$ cat config.mk
export PLATFORM = sky130hd
export DESIGN_NAME = varwidth_fifo_with_pre
export DESIGN_NICKNAME = d
export VERILOG_FILES = /design/src/rtl/varwidth_fifo_with_pre_pkg.sv /design/src/rtl/varwidth_fifo_with_pre_sample_ram.sv /design/src/rtl/varwidth_fifo_with_pre.sv
export SDC_FILE = /design/constraint.sdc
export NUM_CORES = 1
export LEC_CHECK = 0
export BUFFER_PORTS_ARGS = -buffer_cell sky130_fd_sc_hd__buf_2
export CORE_ASPECT_RATIO = 2
export CORE_MARGIN = 1.5
export CORE_UTILIZATION = 40
export CTS_CLUSTER_SIZE = 30
export DETAILED_ROUTE_END_ITERATION = 6
export GPL_TIMING_DRIVEN = 0
export SYNTH_ARGS = -nofsm -noshare
export SYNTH_HDL_FRONTEND = slang
export SYNTH_SLANG_ARGS = --single-unit
$ cat constraint.sdc
create_clock -name clk -period 10.6 [get_ports clk]
set_input_delay 1.06 -clock clk [delete_from_list [all_inputs] [get_ports clk]]
set_output_delay 1.06 -clock clk [all_outputs]
set_load 0.1 [all_outputs]
$ cat src/rtl/varwidth_fifo_with_pre_pkg.sv
// Shared types and helpers for the pre-trigger capture buffer.
// Sample/byte widths, capture states and the N/D clamping rule.
package varwidth_fifo_with_pre_pkg;

  localparam int SAMPLE_W = 10;
  localparam int BYTE_W   = 8;

  typedef enum logic [1:0] {
    PRE  = 2'd0,
    POST = 2'd1,
    DONE = 2'd2
  } state_e;

  typedef struct packed {
    logic [31:0] n;
    logic [31:0] d;
  } nd_t;

  // N is forced into [1, max_n]; D is then forced into [0, N-1].
  function automatic nd_t clamp_nd(input logic [31:0] num, input logic [31:0] depth,
                                   input logic [31:0] max_n);
    nd_t r;
    r.n = (num == 32'd0) ? 32'd1 : ((num > max_n) ? max_n : num);
    r.d = (depth > r.n - 32'd1) ? r.n - 32'd1 : depth;
    return r;
  endfunction

endpackage

$ cat src/rtl/varwidth_fifo_with_pre_sample_ram.sv
// Simple dual-port sample store: one write port, one registered read port.
// Contents are intentionally not reset.
module sample_ram
  import varwidth_fifo_with_pre_pkg::*;
#(
  parameter int DEPTH = 100,
  parameter int AW    = 7
) (
  input  logic                clk,
  input  logic                we,
  input  logic [AW-1:0]       waddr,
  input  logic [SAMPLE_W-1:0] wdata,
  input  logic [AW-1:0]       raddr,
  output logic [SAMPLE_W-1:0] rdata
);

  logic [SAMPLE_W-1:0] mem [DEPTH];
  logic [SAMPLE_W-1:0] rdata_q;

  always_ff @(posedge clk) begin
    if (we) mem[waddr] <= wdata;
    rdata_q <= mem[raddr];
  end

  assign rdata = rdata_q;

endmodule

$ cat src/rtl/varwidth_fifo_with_pre.sv
// Pre-trigger capture buffer: ring of D samples before the trigger, linear fill
// after it, then oldest-first readout repacked from 10-bit samples into bytes.
module varwidth_fifo_with_pre
  import varwidth_fifo_with_pre_pkg::*;
#(
  parameter int max_samples = 100
) (
  input  logic                clk,
  input  logic                rst_n,
  input  logic [31:0]         number_samples,
  input  logic [31:0]         wr_circular_depth,
  input  logic [SAMPLE_W-1:0] wr_data,
  input  logic                wr_ce,
  input  logic                wr_trigger,
  output logic                wr_done,
  output logic [BYTE_W-1:0]   rd_data,
  input  logic                rd_ce
);

  localparam int AW    = $clog2(max_samples);
  localparam int CW    = AW + 1;
  localparam int RW    = AW + 2;
  localparam int ACC_W = 2 * SAMPLE_W - 3;

  state_e              state_q, state_d;
  logic [AW-1:0]       wr_ptr_q, wr_ptr_d, start_q, start_d;
  logic [AW-1:0]       ptr_eff, ram_waddr, ram_raddr;
  logic [CW-1:0]       fill_q, fill_d, n_q, n_d, d_q, d_d;
  logic [CW-1:0]       post_cnt_q, post_cnt_d, pre_q, pre_d, sidx_q, sidx_d;
  logic [CW-1:0]       n_cur, d_cur, ptr_next, post_addr, lin_addr, rec_cnt;
  logic [RW-1:0]       ring_sum;
  logic [ACC_W-1:0]    acc_q, acc_d, acc_shr;
  logic [4:0]          cnt_q, cnt_d, cnt_use, cnt_left;
  logic                primed_q, primed_d, wr_done_q, wr_done_d;
  logic                ram_we, load;
  logic [SAMPLE_W-1:0] ram_rdata;
  logic [BYTE_W-1:0]   byte_hi, byte_lo;
  nd_t                 nd_cur;
  logic                unused_hi;

  assign nd_cur    = clamp_nd(number_samples, wr_circular_depth, 32'(max_samples));
  assign n_cur     = nd_cur.n[CW-1:0];
  assign d_cur     = nd_cur.d[CW-1:0];
  // A pointer left beyond a shrunken ring restarts at slot 0.
  assign ptr_eff   = ({1'b0, wr_ptr_q} < d_cur) ? wr_ptr_q : '0;
  assign ptr_next  = {1'b0, ptr_eff} + CW'(1);
  assign post_addr = d_q + post_cnt_q;

  always_comb begin
    state_d    = state_q;
    wr_ptr_d   = wr_ptr_q;
    fill_d     = fill_q;
    n_d        = n_q;
    d_d        = d_q;
    post_cnt_d = post_cnt_q;
    pre_d      = pre_q;
    start_d    = start_q;
    ram_we     = 1'b0;
    ram_waddr  = '0;
    case (state_q)
      PRE: begin
        if (wr_trigger) begin
          n_d     = n_cur;
          d_d     = d_cur;
          state_d = POST;
          if (fill_q >= d_cur) begin
            pre_d   = d_cur;
            start_d = ptr_eff;
          end else begin
            pre_d   = fill_q;
            start_d = '0;
          end
          if (wr_ce) begin
            ram_we     = 1'b1;
            ram_waddr  = d_cur[AW-1:0];
            post_cnt_d = CW'(1);
            if (n_cur - d_cur == CW'(1)) state_d = DONE;
          end
        end else if (wr_ce && d_cur != '0) begin
          ram_we    = 1'b1;
          ram_waddr = ptr_eff;
          wr_ptr_d  = (ptr_next == d_cur) ? '0 : ptr_next[AW-1:0];
          fill_d    = (fill_q >= d_cur) ? d_cur : fill_q + CW'(1);
        end
      end
      POST: begin
        if (wr_ce) begin
          ram_we     = 1'b1;
          ram_waddr  = post_addr[AW-1:0];
          post_cnt_d = post_cnt_q + CW'(1);
          if (post_cnt_d == n_q - d_q) state_d = DONE;
        end
      end
      default: ;
    endcase
  end

  // Repacker: acc holds cnt valid bits right-aligned, oldest bit highest.
  assign rec_cnt = pre_q + (n_q - d_q);

  always_comb begin
    cnt_use = '0;
    if (wr_done_q && rd_ce) cnt_use = (cnt_q >= 5'd8) ? 5'd8 : cnt_q;
    cnt_left  = cnt_q - cnt_use;
    load      = primed_q && (state_q == DONE) && (cnt_left < 5'd8) && (sidx_q < rec_cnt);
    acc_d     = load ? {acc_q[ACC_W-SAMPLE_W-1:0], ram_rdata} : acc_q;
    cnt_d     = load ? cnt_left + 5'd10 : cnt_left;
    sidx_d    = load ? sidx_q + CW'(1) : sidx_q;
    primed_d  = (state_q == DONE);
    wr_done_d = wr_done_q | (primed_q & (state_q == DONE));
  end

  // The RAM is addressed with the next sample index so its registered output
  // always holds sample sidx_q, giving a one-sample prefetch.
  always_comb begin
    ring_sum = RW'(start_q) + RW'(sidx_d);
    if (ring_sum >= RW'(d_q)) ring_sum = ring_sum - RW'(d_q);
    lin_addr  = d_q + (sidx_d - pre_q);
    ram_raddr = (sidx_d < pre_q) ? ring_sum[AW-1:0] : lin_addr[AW-1:0];
  end

  always_ff @(posedge clk or negedge rst_n) begin
    if (!rst_n) begin
      state_q    <= PRE;
      wr_ptr_q   <= '0;
      start_q    <= '0;
      fill_q     <= '0;
      n_q        <= '0;
      d_q        <= '0;
      post_cnt_q <= '0;
      pre_q      <= '0;
      sidx_q     <= '0;
      acc_q      <= '0;
      cnt_q      <= '0;
      primed_q   <= 1'b0;
      wr_done_q  <= 1'b0;
    end else begin
      state_q    <= state_d;
      wr_ptr_q   <= wr_ptr_d;
      start_q    <= start_d;
      fill_q     <= fill_d;
      n_q        <= n_d;
      d_q        <= d_d;
      post_cnt_q <= post_cnt_d;
      pre_q      <= pre_d;
      sidx_q     <= sidx_d;
      acc_q      <= acc_d;
      cnt_q      <= cnt_d;
      primed_q   <= primed_d;
      wr_done_q  <= wr_done_d;
    end
  end

  sample_ram #(
    .DEPTH(max_samples),
    .AW   (AW)
  ) u_sample_ram (
    .clk  (clk),
    .we   (ram_we),
    .waddr(ram_waddr),
    .wdata(wr_data),
    .raddr(ram_raddr),
    .rdata(ram_rdata)
  );

  // Full byte from the top of the accumulator, or the zero-padded tail.
  assign acc_shr = acc_q >> (cnt_q - 5'd8);
  assign byte_hi = acc_shr[BYTE_W-1:0];
  assign byte_lo = acc_q[BYTE_W-1:0] << (5'd8 - cnt_q);
  assign rd_data = !wr_done_q ? '0 : ((cnt_q >= 5'd8) ? byte_hi : byte_lo);
  assign wr_done = wr_done_q;

  assign unused_hi = ^{nd_cur.n[31:CW], nd_cur.d[31:CW], post_addr[CW-1:AW],
                       lin_addr[CW-1:AW], acc_shr[ACC_W-1:BYTE_W]};

endmodule

# After elaboration in Yosys (flattened, before gate mapping)
# Memories as Yosys holds them, arrays and structs flattened. A register that Yosys moved wholly into a read port is not among the register bits.
# Index checks and enable logic that the tools add are counted.
# W data, S select, Z words.
# classes
add_sub_neg	17
multipliers	0
div	0
n_lt_le_gt_ge	9
eq_ne	9
shifts	2
muxes	37
bitwise	3
n_reduce_logical	13
# ops
cell	n
$mux W8	9
$mux W32	2
$mux W7	9
$gt A32 B32 Y1	1
$gt A32 B7 Y1 const B	1
$logic_not A32 Y1	1
$sub A32 B1 Y32 const B	1
$add A8 B1 Y8 const B	3
$shr A17 B5 Y8	1
$eq A8 B8 Y1	2
$lt A8 B8 Y1	2
$pmux W8 S2	1
$sub A8 B8 Y8	2
$mux W5	3
$add A7 B7 Y7	2
$pmux W7 S2	1
$sub A7 B7 Y7	2
$mux W2	5
$add A7 B8 Y9	1
$ge A9 B8 Y1	1
$add A7 B1 Y8 const B	1
$add A8 B8 Y8	1
$eq A8 B1 Y1 const B	1
$ge A8 B8 Y1	1
other kinds (24)	36
# word_totals
register_bits	88
latchBits	0
mem_bits_rw	1000
rom_bits	0
in_bits	79
out_inout_bits	9
wordCells	104
memories	1
# mem_list
memory	words	word_bits	rd	rd_clocked_by_memory_dff	write_ports	line	text
u_sample_ram.mem	100	10	1	1	1	varwidth_fifo_with_pre_sample_ram.sv:17	logic [SAMPLE_W-1:0] mem [DEPTH];

# Depth between registers and ports, before layout
# logic_depth
depth_word	13
mapped_depth	49
mapped_depth_nobuf	42

# Cells and area by module
# From an unflattened synthesis, not the netlist that was laid out.
# unflattened
hier_cells	2901
area_unflattened_um2	48418.9
# modules_own_cells
module	instances	cells_each	area_each_um2	seq_area_each_um2
sample_ram	1	1728	38834.7	30229.0
varwidth_fifo_with_pre	1	1173	9584.2	2202.1

# Least setup slack after synthesis
# Ideal clock, no wire load.
# synth_path
path_type	input port to flip-flop
from	input number_samples[6]
to	register wr_ptr_q[0]
setup_time_ns	0.156
t_arrival_ns	8.523
t_required_ns	10.444
slack_ns	1.920
path_stages	34
path_buffers	4
path_cell_list	clkbuf_1 > nor4_1 > a221oi_1 > nor3_1 > inv_1 > ha_1 > or4b_2 > clkbuf_1 > or3_1 > ha_1 > nand4_1 > nor3_1 > nand4_1 > nor2b_1 > a31oi_2 > or2_2 > buf_6 > nand2_1 > o21ai_0 > inv_1 > ha_1 > o2111ai_1 > and2_2 > a311oi_2 > clkbuf_1 > nor2_1 > ha_1 > nand3_1 > xor2_1 > or4_1 > mux2i_1 > nor2_1 > a2111oi_2 > a211oi_1
# synth_between
elab_chain_cells	11
elab_cells_between_ends	15
cone_classes	add/sub: 2; order compare: 3; eq/ne: 1; mux: 5; reduce/logical: 4
# synth_lines
item	line	text
from (decl)	varwidth_fifo_with_pre.sv:10	input logic [31:0] number_samples,
$gt A32 B7 Y1	varwidth_fifo_with_pre_pkg.sv:23	r.n = (num == 32'd0) ? 32'd1 : ((num > max_n) ? max_n : num);
$mux W32	varwidth_fifo_with_pre_pkg.sv:23	
$mux W32 *	varwidth_fifo_with_pre_pkg.sv:23	
$sub A32 B1 Y32 *	varwidth_fifo_with_pre_pkg.sv:24	r.d = (depth > r.n - 32'd1) ? r.n - 32'd1 : depth;
$gt A32 B32 Y1	varwidth_fifo_with_pre_pkg.sv:24	
$mux W8 *	varwidth_fifo_with_pre_pkg.sv:24	
$lt A7 B8 Y1	varwidth_fifo_with_pre.sv:45	assign ptr_eff = ({1'b0, wr_ptr_q} < d_cur) ? wr_ptr_q : '0;
$mux W7	varwidth_fifo_with_pre.sv:45	
$add A7 B1 Y8	varwidth_fifo_with_pre.sv:46	assign ptr_next = {1'b0, ptr_eff} + CW'(1);
$eq A8 B8 Y1	varwidth_fifo_with_pre.sv:82	wr_ptr_d = (ptr_next == d_cur) ? '0 : ptr_next[AW-1:0];
$mux W7	varwidth_fifo_with_pre.sv:82	
to (signal assigned)	varwidth_fifo_with_pre.sv:139	wr_ptr_q <= wr_ptr_d;
to (decl)	varwidth_fifo_with_pre.sv:26	logic [AW-1:0] wr_ptr_q, wr_ptr_d, start_q, start_d;
# Every way passes the cells marked *; elsewhere a longest branch is shown, timed or not.
# A chain may end at the register's enable or synchronous reset.

# Worst setup path in the final report
# layout_path
from	register d_q[1]
to	register u_sample_ram.rdata_q[1] (netlist: u_sample_ram.rdata[1]) (read register of u_sample_ram.mem)
# layout_between
elab_chain_cells	9
elab_cells_between_ends	13
cone_classes	add/sub: 6; order compare: 3; mux: 3; reduce/logical: 1
# layout_lines
item	line	text
from (decl)	varwidth_fifo_with_pre.sv:28	logic [CW-1:0] fill_q, fill_d, n_q, n_d, d_q, d_d;
from (signal assigned)	varwidth_fifo_with_pre.sv:129	d_q <= '0;
from (signal assigned)	varwidth_fifo_with_pre.sv:143	d_q <= d_d;
$sub A8 B8 Y8 *	varwidth_fifo_with_pre.sv:99	assign rec_cnt = pre_q + (n_q - d_q);
$add A8 B8 Y8 *	varwidth_fifo_with_pre.sv:99	
$lt A8 B8 Y1 *	varwidth_fifo_with_pre.sv:105	load = primed_q && (state_q == DONE) && (cnt_left < 5'd8) && (sidx_q < rec_cnt);
$logic_and A1 B1 Y1 *	varwidth_fifo_with_pre.sv:105	
$mux W8 *	varwidth_fifo_with_pre.sv:108	sidx_d = load ? sidx_q + CW'(1) : sidx_q;
named net sidx_d[1]	varwidth_fifo_with_pre.sv:29	logic [CW-1:0] post_cnt_q, post_cnt_d, pre_q, pre_d, sidx_q, sidx_d;
$add A7 B8 Y9	varwidth_fifo_with_pre.sv:116	ring_sum = RW'(start_q) + RW'(sidx_d);
$ge A9 B8 Y1 or $sub A7 B7 Y7 (tied branches)	varwidth_fifo_with_pre.sv:117	if (ring_sum >= RW'(d_q)) ring_sum = ring_sum - RW'(d_q);
$mux W7	varwidth_fifo_with_pre.sv:117	
$mux W7 *	varwidth_fifo_with_pre.sv:119	ram_raddr = (sidx_d < pre_q) ? ring_sum[AW-1:0] : lin_addr[AW-1:0];
to (decl)	varwidth_fifo_with_pre_sample_ram.sv:18	logic [SAMPLE_W-1:0] rdata_q;
# The timed path passes the listed nets; every way through them passes the cells marked *.

==> results.toml <==
[outcome]
run_status = "complete, but fails checks"
violations = "capacitance limit, slew limit"

[floorplanning]
effective_utilization_at_floorplan_pct = 40.4
die-area_um2 = 125000
die_height_um = 499
rows = 181
floorplan.core_area_um2 = 122000
die_w_um = 251
io_pins = 88

[cells_and_area]
final.fill_count = 10775
layout.cell_area.non_filler_um2 = 56400
final_net_count = 4122
layout.area.seq_um2 = 32400
multi_input_area_um2 = 16600
post_route_cells_drive_above_1_share_pct = 14.6
syn_to_final_growth_pct = 14.6
layout.core_utilization_pct = 46.3

[worst_setup_path]
cpMaxStageDelayCell = "nand4_1"
timing.critical_path.fanout_max = 10
timing.critical_path.arrival_ns = 10.79
critical_path_class = "register to register"
critical_path.max_stage_delay_ns = 0.62
startpoint_type = "register"
setup.worst_path.end_class = "register"
worst_ep_required_time_ns = 11.18

[job]
timing.max_cap.violations = 1

[synth]
synth_edf_count = 1000
syn_area_per_cell_um2 = 13.3
ys_seq_area_share_pct = 65.9
post_synth_main_area_contributors = "edfxtp_1 61%, mux2i_1 6.1%, dfrtp_1 4.5%, nand2_1 4.2%, ha_1 3.0%"
ys.warnings.count = 0
synth_top_cell_area_share_pct = 61.1
yosysTopAreaCell = "edfxtp_1"
synth_cell_type_count = 109
synth_ff_type = "edfxtp_1"
netlist_area_um2 = 49200
number_of_register_bits_inferred_by_synthesis = 1098
cells_after_synth = 3698
ys_async_sr_fraction_pct = 8.01

[clock_tree]
cts_sinks = 1098
cts_root_buffer = "clkbuf_16"
clkSlewWorstSetupHoldPaths_ns = 0.07
clk_path_buf_depth = 3
cts_tree = "done"
ctsHtreeMaxLevel = 3
cts-buffers-inserted = 95
insertion_delay_ns = 0.76

[detailed_routing]
drt_pass1_iterations = 6
avgViaCountPerCell = 5.82
drt_iter0_markers = 2526
drt_drc_violations_left = 0
detail_route.wirelength_mm = 158
drt-wirelength-per-cell_um = 28.5
route.antenna.remaining_nets = 0
vias = 32341

[sta]
fmax_ghz = 0.0980
skew_ns = 0.0663
rsz0062_at_grt = "true"
drv_slew = 9
fin_crit_sh_pct = 96.3
setup-violations-final = 0
period_minus_slack_ns = 10.21
timing.max_slew.rel_slack_pct = -2.31
postLayoutSetupSlackWorst_ns = 0.393
timing_worst_slew_pin_value_ns = 1.53
hold_viol_final = 0
finalSetupTns_ns = 0

[global_route]
track_usage_pct = 25.1
grt_pass1_vias = 32700
globalRoute.totalOverflow = 0
grt_antenna_before_repair = 9
global_route_wire_length_before_repair_mm = 224
grt_start_max_net_pins = 101

[min_path]
worst_hold_path_class = "input port to asynchronous set/reset pin"

[placed_design]
dp_hpwl_mm = 116
detailed_place.area_um2 = 52000
pre_cts_ws_ns = -1.69
place.gp.congestion = 0.986
portBuffers = 84
==> repair_timing <==
item                       4_1_cts  5_1_grt
pin swaps                       12       18
setup buffers                    3       12
gates resized for setup        141      221
setup endpoints to repair       78      947
hold buffers                     0        0
gates cloned                     0        0
==> kinds of logic (layout without fill, tap and decap cells) <==
family | count (synthesis) | count (layout) | share of synthesized area (%)
other | 1 | 19 | 0.00762
flip-flops | 1098 | 1098 | 65.9
multiplexers | 314 | 314 | 6.55
XOR/XNOR | 79 | 79 | 1.44
AO/OA/AOI/OAI | 668 | 668 | 9.46
buffers and inverters | 273 | 557 | 2.38
AND/OR/NAND/NOR | 1135 | 1135 | 10.7
adder cells (fa/ha/maj) | 130 | 130 | 3.48
==> synthesized netlist by cell type (22+ instances only) <==
cell,count
a211oi_1,47
a21o_1,31
a21oi_1,71
a311oi_1,38
a31oi_1,47
a32oi_1,29
and2_1,55
and3_1,38
buf_1,27
buf_2,46
clkbuf_1,118
dfrtp_1,88
edfxtp_1,1000
ha_1,116
inv_1,68
mux2i_1,300
nand2_1,552
nand3_1,127
nand4_1,44
nor2_1,160
nor3_1,29
o211ai_1,26
o21ai_0,102
o22ai_1,129
o41ai_1,26
or3_1,22
xnor2_1,62
==> worst max-delay path, delay by kind of cell, from the launching register on <==
kind	cells	cell delay, ns
AO/OA/AOI/OAI	14	2.73
XOR/XNOR	4	0.77
adder cells (fa/ha/maj)	5	1.60
buffers and inverters	8	1.43
flip-flops	1	0.45
AND/OR/NAND/NOR	14	2.98
==> sequential cells by signal (all words and copies together), names as in the netlist, 7 cells and up <==
name and count:
sidx_q 8, pre_q 8, acc_q 17, u_sample_ram.rdata 10, d_q 8, n_q 8, start_q 7, wr_ptr_q 7
u_sample_ram.mem 1000, post_cnt_q 8, fill_q 8
==> metrics by stage <==
step,hold WS [ns],instances
after global routing,0.379,5550
after floorplan,0.398,3710
after CTS,0.341,5540
final,0.336,5555
after detailed placement,0.406,5364
after global placement,0.403,5349
==> worst paths after layout <==
path | endpoint | depth (start not counted) | slack (ns) | start
max in group asynchronous | cnt_q[0] | 2 | 9.50 | rst_n
min in group clk | acc_q[4] | 2 | 0.41 | u_sample_ram.rdata[4]
worst max-delay path | u_sample_ram.rdata[1] | 45 | 0.39 | d_q[1]
worst max register to register | u_sample_ram.rdata[1] | 45 | 0.39 | d_q[1]
worst min-delay path | fill_q[3] | 1 | 0.34 | rst_n
worst min register to register | acc_q[4] | 2 | 0.41 | u_sample_ram.rdata[4]
==> layout make-up <==
class / count / area share (%)
sequential: 1098 / 57.5
multi-input combinational: 2339 / 29.4
clock buffer: 110 / 4.32
tap: 1555 / 3.45
buffer: 197 / 1.93
timing repair buffer: 114 / 1.59
clock inverter: 66 / 1.29
inverter: 70 / 0.466
antenna: 6 / 0.0266
==> layer usage <==
| layer | global-route usage, % | up-vias | wire length [um] |
|---|---|---|---|
| met5 | 0 | - | 41 |
| met2 | 47.4 | 1261 | 85700 |
| li1 | - | 14537 | - |
| met4 | 23.1 | 6 | 16500 |
| met3 | 3.45 | 511 | 7760 |
| met1 | 22.7 | 16026 | 48100 |
==> layout by cell type, fill, tap and decap left out, types with 29 or more instances in the layout <==
cell type / synthesis / final
inv_1: 68 / 67
xnor2_1: 62 / 58
nand2_1: 552 / 551
o22ai_1: 129 / 123
o21ai_0: 102 / 97
ha_1: 116 / 116
nand4_1: 44 / 44
a32oi_1: 29 / 29
dfrtp_1: 88 / 86
a21o_1: 31 / 31
mux2i_1: 300 / 297
nand3_1: 127 / 120
a21oi_1: 71 / 66
nor2_1: 160 / 85
nor2_4: 0 / 47
edfxtp_1: 1000 / 1000
a211oi_1: 47 / 47
buf_4: 2 / 50
nor2_2: 10 / 38
buf_2: 46 / 109
and3_1: 38 / 37
a31oi_1: 47 / 45
clkbuf_1: 118 / 90
a311oi_1: 38 / 38
and2_1: 55 / 54
clkbuf_16: 0 / 95
Power is left out: the tool's default activity adds up to more than one toggle a clock period on the data nets, which glitch-free logic cannot reach.
